[config.mk]
export PLATFORM = sky130hd
export DESIGN_NAME = can_bit_destuffer_flat
export DESIGN_NICKNAME = d
export VERILOG_FILES = /design/src/rtl/can_bit_destuffer_if.sv /design/src/rtl/can_bit_destuffer.sv /design/src/flat_wrapper.sv
export SDC_FILE = /design/constraint.sdc
export NUM_CORES = 1
export LEC_CHECK = 0
export ABC_AREA = 1
export CORE_AREA = 3 3 40 42
export CTS_CLUSTER_DIAMETER = 80
export DETAILED_ROUTE_END_ITERATION = 8
export DIE_AREA = 0 0 43 45
export PLACE_DENSITY = 0.59
export SYNTH_ARGS = -nofsm -noshare
export SYNTH_HDL_FRONTEND = slang
export SYNTH_SLANG_ARGS = --single-unit
[constraint.sdc]
create_clock -name clock -period 1.95 [get_ports clock]
set_input_delay 0.39 -clock clock [delete_from_list [all_inputs] [get_ports clock]]
set_output_delay 0.39 -clock clock [all_outputs]
set_load 0.02 [all_outputs]
[src/rtl/can_bit_destuffer_if.sv]
`default_nettype none
// ---------------------------------------------------------------------------
// Module   : can_bit_destuffer_if
// Purpose  : Sampler/decoder-facing bundle of the CAN bit destuffer.
//            CAN_DESTUFF_COUNT_EN adds the stuffCount signal.
// Revision : 1.0 - initial release
// ---------------------------------------------------------------------------
interface can_bit_destuffer_if;
  logic       samplePoint;
  logic       canRX;
  logic       frameStart;
  logic       enable;
  logic       bitOut;
  logic       bitValid;
  logic       stuffBit;
  logic       stuffErro;
`ifdef CAN_DESTUFF_COUNT_EN
  logic [3:0] stuffCount;
`endif

  modport master (
    output samplePoint, canRX, frameStart, enable,
`ifdef CAN_DESTUFF_COUNT_EN
    input  stuffCount,
`endif
    input  bitOut, bitValid, stuffBit, stuffErro
  );

  modport slave (
    input  samplePoint, canRX, frameStart, enable,
`ifdef CAN_DESTUFF_COUNT_EN
    output stuffCount,
`endif
    output bitOut, bitValid, stuffBit, stuffErro
  );
endinterface
`default_nettype wire

[src/rtl/can_bit_destuffer.sv]
`default_nettype none
// ---------------------------------------------------------------------------
// Module   : can_bit_destuffer
// Purpose  : Removes CAN stuff bits at each sample point and flags stuff errors.
//            CAN_DESTUFF_COUNT_EN adds a saturating per-frame stuff-bit count.
// Revision : 1.0 - initial release
// ---------------------------------------------------------------------------
module can_bit_destuffer #(
  parameter int RUN_LENGTH = 5,
  parameter int CNT_W      = 3
) (
  input  wire logic          clock,
  input  wire logic          reset,
  can_bit_destuffer_if.slave bus
);

  localparam logic [CNT_W-1:0] c_RUN_MAX = CNT_W'(RUN_LENGTH);
  localparam logic [CNT_W-1:0] c_RUN_ONE = CNT_W'(1);

  logic             bitOut_q,    bitOut_d;
  logic             bitValid_q,  bitValid_d;
  logic             stuffBit_q,  stuffBit_d;
  logic             stuffErro_q, stuffErro_d;
  logic             lastBit_q,   lastBit_d;
  logic [CNT_W-1:0] runLen_q,    runLen_d;
`ifdef CAN_DESTUFF_COUNT_EN
  logic [3:0]       count_q,     count_d;
`endif

  always_comb begin
    bitOut_d    = bitOut_q;
    bitValid_d  = 1'b0;
    stuffBit_d  = 1'b0;
    stuffErro_d = stuffErro_q;
    lastBit_d   = lastBit_q;
    runLen_d    = runLen_q;
`ifdef CAN_DESTUFF_COUNT_EN
    count_d     = count_q;
`endif
    if (bus.samplePoint) begin
      if (bus.frameStart) begin
        // SOF is a data bit and also opens the first run
        stuffErro_d = 1'b1;
        lastBit_d   = bus.canRX;
        runLen_d    = c_RUN_ONE;
        bitOut_d    = bus.canRX;
        bitValid_d  = 1'b1;
`ifdef CAN_DESTUFF_COUNT_EN
        count_d     = 4'd0;
`endif
      end else if (!bus.enable) begin
        runLen_d  = '0;
        lastBit_d = 1'b1;
      end else if (stuffErro_q) begin
        if (runLen_q == c_RUN_MAX) begin
          if (bus.canRX != lastBit_q) begin
            stuffBit_d = 1'b1;
            lastBit_d  = bus.canRX;
            runLen_d   = c_RUN_ONE;
`ifdef CAN_DESTUFF_COUNT_EN
            if (count_q != 4'hF) begin
              count_d = count_q + 4'd1;
            end
`endif
          end else begin
            stuffErro_d = 1'b0;
          end
        end else begin
          bitOut_d   = bus.canRX;
          bitValid_d = 1'b1;
          if (bus.canRX == lastBit_q) begin
            runLen_d = runLen_q + c_RUN_ONE;
          end else begin
            runLen_d  = c_RUN_ONE;
            lastBit_d = bus.canRX;
          end
        end
      end
      // stuffErro low with enable high: locked until frameStart or reset
    end
  end

  always_ff @(posedge clock or posedge reset) begin
    if (reset) begin
      bitOut_q    <= 1'b1;
      bitValid_q  <= 1'b0;
      stuffBit_q  <= 1'b0;
      stuffErro_q <= 1'b1;
      lastBit_q   <= 1'b1;
      runLen_q    <= '0;
`ifdef CAN_DESTUFF_COUNT_EN
      count_q     <= 4'd0;
`endif
    end else begin
      bitOut_q    <= bitOut_d;
      bitValid_q  <= bitValid_d;
      stuffBit_q  <= stuffBit_d;
      stuffErro_q <= stuffErro_d;
      lastBit_q   <= lastBit_d;
      runLen_q    <= runLen_d;
`ifdef CAN_DESTUFF_COUNT_EN
      count_q     <= count_d;
`endif
    end
  end

  assign bus.bitOut    = bitOut_q;
  assign bus.bitValid  = bitValid_q;
  assign bus.stuffBit  = stuffBit_q;
  assign bus.stuffErro = stuffErro_q;
`ifdef CAN_DESTUFF_COUNT_EN
  assign bus.stuffCount = count_q;
`endif

endmodule
`default_nettype wire

[src/flat_wrapper.sv]
// flat-port wrapper written by rule: the top's interface ports become plain ports
module can_bit_destuffer_flat 
#(
  parameter int RUN_LENGTH = 5,
  parameter int CNT_W      = 3
)
  (clock, reset, bus_samplePoint, bus_canRX, bus_frameStart, bus_enable, bus_bitOut, bus_bitValid, bus_stuffBit, bus_stuffErro);
  can_bit_destuffer_if bus_i ();
  input  wire logic clock;
  input  wire logic reset;
  input wire logic [$bits(bus_i.samplePoint)-1:0] bus_samplePoint;
  input wire logic [$bits(bus_i.canRX)-1:0] bus_canRX;
  input wire logic [$bits(bus_i.frameStart)-1:0] bus_frameStart;
  input wire logic [$bits(bus_i.enable)-1:0] bus_enable;
  output wire logic [$bits(bus_i.bitOut)-1:0] bus_bitOut;
  output wire logic [$bits(bus_i.bitValid)-1:0] bus_bitValid;
  output wire logic [$bits(bus_i.stuffBit)-1:0] bus_stuffBit;
  output wire logic [$bits(bus_i.stuffErro)-1:0] bus_stuffErro;
  assign bus_i.samplePoint = bus_samplePoint;
  assign bus_i.canRX = bus_canRX;
  assign bus_i.frameStart = bus_frameStart;
  assign bus_i.enable = bus_enable;
  assign bus_bitOut = bus_i.bitOut;
  assign bus_bitValid = bus_i.bitValid;
  assign bus_stuffBit = bus_i.stuffBit;
  assign bus_stuffErro = bus_i.stuffErro;
  can_bit_destuffer #(.RUN_LENGTH(RUN_LENGTH), .CNT_W(CNT_W)) u_core (.clock(clock), .reset(reset), .bus(bus_i));
endmodule
==> insert_results.sql, run 1 <==
INSERT INTO impl_metrics (metric_group, metric, value, unit) VALUES
('logic_synthesis', 'synth_ff_type', 'dfrtp_1', ''),
('sta', 'max_freq', '0.551', 'GHz'),
('placed_design', 'gp_congestion', '0.782', ''),
('sta', 'fin_worst_skew', '0.00842', 'ns'),
('die', 'boundaryPins', '10', ''),
('die', 'dieWidth', '43', 'um'),
('worst_setup_path', 'endpoint_kind_of_the_worst_setup_timing_path', 'primary output', ''),
('logic_synthesis', 'cell_area_after_technology_mapping', '462', 'um2'),
('worst_setup_path', 'timing_worst_setup_path_type', 'flip-flop to primary output', ''),
('clock_network', 'cts_htree_levels', '1', ''),
('power', 'irDropWorstVdd', '0.301', 'mV'),
('finish', 'layout_nets', '83', ''),
('routing', 'route.detailed.wl_per_inst', '10.3', 'um'),
('routing', 'vias_per_cell', '4.48', ''),
('power', 'share_clk_of_total_power', '31.2', '%'),
('logic_synthesis', 'synth_edf_count', '0', ''),
('clock_network', 'cts.repair_timing.setup_buffer_count', '0', ''),
('clock_network', 'cts-buffers-inserted', '3', ''),
('routing', 'detailed_router_iteration_count_before_antenna_repair', '4', ''),
('power', 'power_leakage', '0.317', 'nW'),
('clock_network', 'ctsRootBufferMaster', 'clkbuf_4', ''),
('status', 'outcome', 'finished, final reports clean', ''),
('global_routing', 'grt_start_max_net_pins', '9', ''),
('power', 'power.net_switching', '0.000129', 'W'),
('clock_network', 'path_clk_slew', '0.06', 'ns'),
('sta', 'timing.slew.headroom', '79.1', '%'),
('placed_design', 'port-buffer-count', '9', ''),
('routing', 'totalWireLength', '921', 'um'),
('power', 'seqPwrFrac', '45.6', '%'),
('finish', 'area_growth', '30.9', '%'),
('sta', 'post-route-period-util', '93.1', '%'),
('worst_setup_path', 'regToRegSetupSlack', '0.56', 'ns'),
('logic_synthesis', 'count_of_unique_library_cells_instantiated_by_yosys', '17', ''),
('worst_setup_path', 'r2r-end', 'u_core.runLen_q[1]', ''),
('finish', 'layout.core_utilization', '47.0', '%'),
('sta', 'report.final.hold_viol_count', '0', ''),
('worst_setup_path', 'worst-r2r-cell-count', '9', ''),
('sta', 'report.final.setup_viol', '0', ''),
('clock_network', 'clk_buf_depth', '2', ''),
('worst_setup_path', 'critPathRequiredTime', '1.56', 'ns'),
('sta', 'tightestPinTransition', '0.313', 'ns'),
('clock_network', 'postCtsResizedCells', '0', ''),
('routing', 'detailroute.via_count', '399', ''),
('finish', 'count_of_inserted_antenna_diode_cells', '0', ''),
('placed_design', 'place.detailed.hpwl', '745', 'um'),
('logic_synthesis', 'ys_seq_elements', '8', ''),
('logic_synthesis', 'synth.largest_area_cell', 'dfrtp_1', ''),
('clock_network', 'clk_latency', '0.26', 'ns'),
('global_routing', 'initial_antenna_violation_count', '0', ''),
('global_routing', 'global_route_overflow', '0', ''),
('routing', 'drcViolationCount', '0', ''),
('worst_setup_path', 'path_cells', 'clkdlybuf4s50_1', ''),
('worst_hold_path', 'hold_path_class', 'primary input to async pin', ''),
('clock_network', 'clkSinkCount', '8', ''),
('worst_setup_path', 'cp.arrival', '1.43', 'ns'),
('routing', 'drt_iter0_markers', '8', ''),
('die', 'placeableCoreArea', '1280', 'um2'),
('routing', 'count_of_antenna_violating_nets_left_after_detailed_routing', '0', ''),
('die', 'floorplan.die.height', '45', 'um'),
('die', 'starting_density_of_the_core', '35.9', '%'),
('clock_network', 'clock_tree_from_tritoncts', 'built', ''),
('logic_synthesis', 'syn_inst', '60', ''),
('placed_design', 'post_dp_cell_area', '578', 'um2'),
('logic_synthesis', 'synth_fp_nets', '68', ''),
('worst_setup_path', 'slowest_stage_delay_cp', '0.61', 'ns'),
('clock_network', 'postCtsHoldBufs', '0', ''),
('worst_setup_path', 'cp_top_family', 'buffers and inverters', ''),
('worst_setup_path', 'critPathMaxFanout', '5', ''),
('finish', 'design_area', '604', 'um2'),
('die', 'floorplan.rows', '13', ''),
('sta', 'rsz_0062_raised_after_global_routing', 'false', '');
state kept, by name (all words and copies together) (netlist names):
signal and flops:
u_core.runLen_q 3, u_core.bus.bitOut 1, u_core.bus.bitValid 1, u_core.bus.stuffBit 1
u_core.bus.stuffErro 1, u_core.lastBit_q 1
metrics by stage:
stage                     hold slack [ns]  setup WS, ns  cells
after floorplan                     0.204         0.713     60
after global placement              0.460         0.261     85
after detailed placement            0.464         0.239     85
after CTS                           0.402         0.121     89
after global routing                0.403        0.0781     89
final                               0.385         0.134     89
worst reg2reg max path, cell delays in order, from the launching register on:
cell and delay (ns):
dfrtp_1 0.41, ha_1 0.21, nand2_1 0.14, inv_1 0.06
nand2_1 0.06, nand2_1 0.05, nand2_2 0.12, nand2_1 0.11
nand2_1 0.07, nand2_1 0.05
power by group through the flow:
stage               clock network [W]  registers [W]  logic (W)
CTS                          0.000145       0.000203   0.000104
floorplan                           0       0.000213  0.0000524
global placement                    0       0.000204   0.000101
global route                 0.000161       0.000206   0.000115
finish                       0.000138       0.000202   0.000103
detailed placement                  0       0.000205   0.000104
routing by layer:
| layer | track usage [%] | share of wire (%) | vias to the layer above |
|---|---|---|---|
| met5 | 0 | 0 | - |
| met3 | 5.98 | 7.1 | 5 |
| li1 | - | - | 212 |
| met1 | 13.2 | 45 | 172 |
| met4 | 5.42 | 1.8 | 0 |
| met2 | 22.2 | 46 | 10 |
cell families after synthesis:
| logic type | Yosys count | synth area share, % |
|---|---|---|
| flops | 8 | 44.2 |
| fa+ha+maj | 2 | 5.42 |
| xor+xnor | 1 | 1.90 |
| simple gates | 34 | 32.0 |
| buf+inv | 11 | 8.94 |
| compound gates | 4 | 7.59 |
cell usage in the layout, fill, tap and decap left out:
master,n
clkbuf_4,3
a21oi_1,1
clkdlybuf4s50_1,9
nand4_1,1
dfstp_2,3
or2_4,1
buf_4,1
xnor2_1,1
o21ai_0,1
inv_2,3
o21ai_2,1
nand3_1,6
nand2_1,21
nor4_1,1
inv_1,8
nand2_2,1
clkbuf_1,1
a21oi_4,1
dfrtp_1,5
ha_1,2
nor2_1,3
worst max path at each step:
stage                    startpoint                  to  slack (ns)  cells after the start
2_1_floorplan    u_core.runLen_q[0]  u_core.runLen_q[0]        0.71                      9
3_3_place_gp              bus_canRX  u_core.runLen_q[1]        0.26                     10
3_5_place_dp              bus_canRX  u_core.runLen_q[1]        0.24                     10
4_1_cts        u_core.bus.stuffErro       bus_stuffErro        0.12                      1
5_1_grt        u_core.bus.stuffErro       bus_stuffErro        0.08                      1
6_report       u_core.bus.stuffErro       bus_stuffErro        0.13                      1
cell type report:
cell class                 count  area (um2)
sequential                     8         204
timing repair buffer          10        97.6
multi-input combinational     41         216
inverter                      11        41.3
clock buffer                   4        26.3
tap                           15        18.8
fill                         134         681
Note: power is estimated with default switching activity, not from simulation.
==> run 2, diff against run 1 <==
--- a/config.mk
+++ b/config.mk
@@ -6,10 +6,10 @@
 export NUM_CORES = 1
 export LEC_CHECK = 0
 export ABC_AREA = 1
-export CORE_AREA = 3 3 40 42
+export CORE_AREA = 2 2 39 41
 export CTS_CLUSTER_DIAMETER = 80
 export DETAILED_ROUTE_END_ITERATION = 8
-export DIE_AREA = 0 0 43 45
+export DIE_AREA = 0 0 41 43
 export PLACE_DENSITY = 0.59
 export SYNTH_ARGS = -nofsm -noshare
 export SYNTH_HDL_FRONTEND = slang
==> run 2 against run 1 <==
Net effect: count of clock-buffer cells in the layout unchanged; sequential cell count unchanged; die area is 8.9% lower; sequential power about the same; first-iteration DRC count up 100%; largest cell class unchanged; largest power group unchanged.
==> insert_results.sql, run 2 (synthesized netlist as in run 1, its figures left out) <==
INSERT INTO impl_metrics (metric_group, metric, value, unit) VALUES
('status', 'outcome', 'finished, final reports clean', ''),
('sta', 'final-max-slew-violation-count', '0', ''),
('die', 'floorplan.rows', '14', ''),
('sta', 'rsz_0062_raised_after_global_routing', 'false', ''),
('clock_network', 'cts-buffers-inserted', '3', ''),
('placed_design', 'port-buffer-count', '9', ''),
('sta', 'report.final.setup_viol', '0', ''),
('worst_setup_path', 'critPathMaxFanout', '5', ''),
('finish', 'count_of_inserted_antenna_diode_cells', '0', ''),
('finish', 'mostFrequentLayoutCells', '21 x nand2_1, 9 x clkdlybuf4s50_1, 8 x inv_1', ''),
('clock_network', 'cts_htree_levels', '1', ''),
('power', 'combPwrFrac', '22.9', '%'),
('power', 'switching_share', '29.1', '%'),
('die', 'placeableCoreArea', '1380', 'um2'),
('placed_design', 'place.detailed.hpwl', '686', 'um'),
('die', 'die_area', '1760', 'um2'),
('power', 'cellInternalPower', '0.000314', 'W'),
('worst_setup_path', 'cp_top_family', 'buffers and inverters', ''),
('routing', 'route.detailed.wl_per_inst', '9.73', 'um'),
('worst_setup_path', 'path_cells', 'clkdlybuf4s50_1', ''),
('sta', 'layout_min_cycle_time', '1.81', 'ns'),
('worst_setup_path', 'slowest_stage_delay_cp', '0.61', 'ns'),
('global_routing', 'via_count_of_the_first_global_routing_pass', '371', ''),
('power', 'power_leakage', '0.317', 'nW'),
('worst_setup_path', 'master_of_the_slowest_instance_on_the_critical_path', 'clkdlybuf4s50_1', ''),
('clock_network', 'clk_buf_depth', '2', ''),
('global_routing', 'global_route_overflow', '0', ''),
('power', 'irDropWorstVdd', '0.264', 'mV'),
('sta', 'setup_total_negative_slack', '0', 'ns'),
('power', 'power.net_switching', '0.000129', 'W'),
('die', 'starting_density_of_the_core', '33.4', '%'),
('worst_setup_path', 'worst-r2r-cell-count', '9', ''),
('die', 'floorplan.die.height', '43', 'um'),
('clock_network', 'postCtsResizedCells', '0', ''),
('finish', 'area_growth', '31.2', '%'),
('placed_design', 'gp_congestion', '0.730', ''),
('power', 'overall_power_consumption', '0.000443', 'W'),
('routing', 'drt_iter0_markers', '16', ''),
('finish', 'post_route_cells_drive_above_1_share', '18.9', '%'),
('routing', 'drcViolationCount', '0', ''),
('worst_setup_path', 'worst_setup_path_end', 'bus_stuffErro', ''),
('routing', 'met1Wirelength', '391', 'um'),
('worst_setup_path', 'critical_path.startpoint_type', 'flip-flop', ''),
('flow_run', 'maxcap_viol_count', '0', ''),
('clock_network', 'clkSinkCount', '8', ''),
('clock_network', 'path_clk_slew', '0.06', 'ns'),
('clock_network', 'cts.repair_timing.setup_buffer_count', '0', ''),
('finish', 'largest_reg_flops', '3', ''),
('global_routing', 'grt.total_usage', '12.1', '%'),
('power', 'share_clk_of_total_power', '31.6', '%'),
('finish', 'layout.core_utilization', '43.8', '%'),
('sta', 'post-route-period-util', '92.9', '%'),
('sta', 'max_freq', '0.552', 'GHz'),
('routing', 'count_of_antenna_violating_nets_left_after_detailed_routing', '0', ''),
('worst_setup_path', 'timing_worst_setup_path_type', 'flip-flop to primary output', ''),
('worst_setup_path', 'critPathRequiredTime', '1.56', 'ns'),
('worst_setup_path', 'worstPathBufferInverterCount', '1', ''),
('worst_setup_path', 'endpoint_kind_of_the_worst_setup_timing_path', 'primary output', ''),
('worst_setup_path', 'timing.rr.start', 'u_core.runLen_q[0]', ''),
('worst_setup_path', 'regToRegSetupSlack', '0.57', 'ns'),
('clock_network', 'postCtsHoldBufs', '0', ''),
('finish', 'fillerInstances', '144', ''),
('clock_network', 'clk_latency', '0.26', 'ns'),
('routing', 'vias_per_cell', '4.76', ''),
('routing', 'detailed_router_iteration_count_before_antenna_repair', '4', ''),
('routing', 'met2_length', '413', 'um'),
('global_routing', 'initial_antenna_violation_count', '0', ''),
('sta', 'report.final.hold_viol_count', '0', ''),
('clock_network', 'ctsRootBufferMaster', 'clkbuf_4', ''),
('routing', 'top_layer_used', 'met4', ''),
('sta', 'tightestPinTransition', '0.309', 'ns'),
('die', 'boundaryPins', '10', ''),
('clock_network', 'clock_tree_from_tritoncts', 'built', ''),
('routing', 'totalWireLength', '876', 'um'),
('finish', 'layout.cells.most_common', 'nand2_1', ''),
('global_routing', 'grt_first_pass_wirelength', '1420', 'um'),
('worst_setup_path', 'critPathLaunch', 'u_core.bus.stuffErro', ''),
('worst_setup_path', 'cp.arrival', '1.42', 'ns'),
('worst_setup_path', 'timing.critical_path.depth', '1', ''),
('finish', 'layout_nets', '83', ''),
('routing', 'detailed_routed_wire_length_on_met3', '47', 'um'),
('sta', 'timing.slew.headroom', '79.4', '%'),
('die', 'dieWidth', '41', 'um'),
('routing', 'detailroute.via_count', '428', ''),
('finish', 'regMostFlops', 'u_core.runLen_q', ''),
('power', 'ratio_of_total_power_to_cell_area', '731', 'nW/um2'),
('worst_hold_path', 'hold_path_class', 'primary input to async pin', ''),
('worst_setup_path', 'r2r-end', 'u_core.runLen_q[1]', ''),
('global_routing', 'grt_start_max_net_pins', '9', ''),
('power', 'seqPwrFrac', '45.6', '%'),
('sta', 'fin_worst_skew', '0.00821', 'ns');
==> run 2: routing by layer <==
metal | track usage [%] | up-vias
li1 | - | 215
met3 | 3.14 | 4
met2 | 18.1 | 9
met5 | 0 | -
met4 | 8.00 | 0
met1 | 14.3 | 200
==> run 2: power by group through the flow <==
stage / registers (W) / logic [W] / clock network (W)
2_1_floorplan: 0.000213 / 0.0000524 / 0
3_3_place_gp: 0.000205 / 0.000101 / 0
3_5_place_dp: 0.000205 / 0.000102 / 0
4_1_cts: 0.000202 / 0.000103 / 0.000143
5_1_grt: 0.000205 / 0.000113 / 0.000153
6_report: 0.000202 / 0.000101 / 0.000140
==> run 2: worst min path at each step <==
stage | cells past startpoint | endpoint | from | slack (ns)
global placement | 2 | u_core.lastBit_q | u_core.lastBit_q | 0.46
global route | 2 | u_core.runLen_q[2] | reset | 0.42
finish | 2 | u_core.runLen_q[2] | reset | 0.38
CTS | 2 | u_core.runLen_q[2] | reset | 0.39
detailed placement | 2 | u_core.lastBit_q | u_core.lastBit_q | 0.46
floorplan | 1 | u_core.bus.bitValid | reset | 0.20
==> run 2: metrics by stage <==
step | cells | hold WS [ns] | setup slack [ns] | area (um2)
3_5_place_dp | 86 | 0.463 | 0.253 | 579
4_1_cts | 90 | 0.393 | 0.133 | 606
3_3_place_gp | 86 | 0.462 | 0.259 | 579
2_1_floorplan | 60 | 0.204 | 0.713 | 462
6_report | 90 | 0.378 | 0.138 | 606
5_1_grt | 90 | 0.424 | 0.104 | 606
==> run 2: final cells by class <==
class	instances	area [um2]	area share, %
clock buffers	4	26.3	4.34
multi-input cells	41	216	35.7
well taps	16	20.0	3.31
repair buffers	10	97.6	16.1
inverters	11	41.3	6.82
flip-flops and latches	8	204	33.7
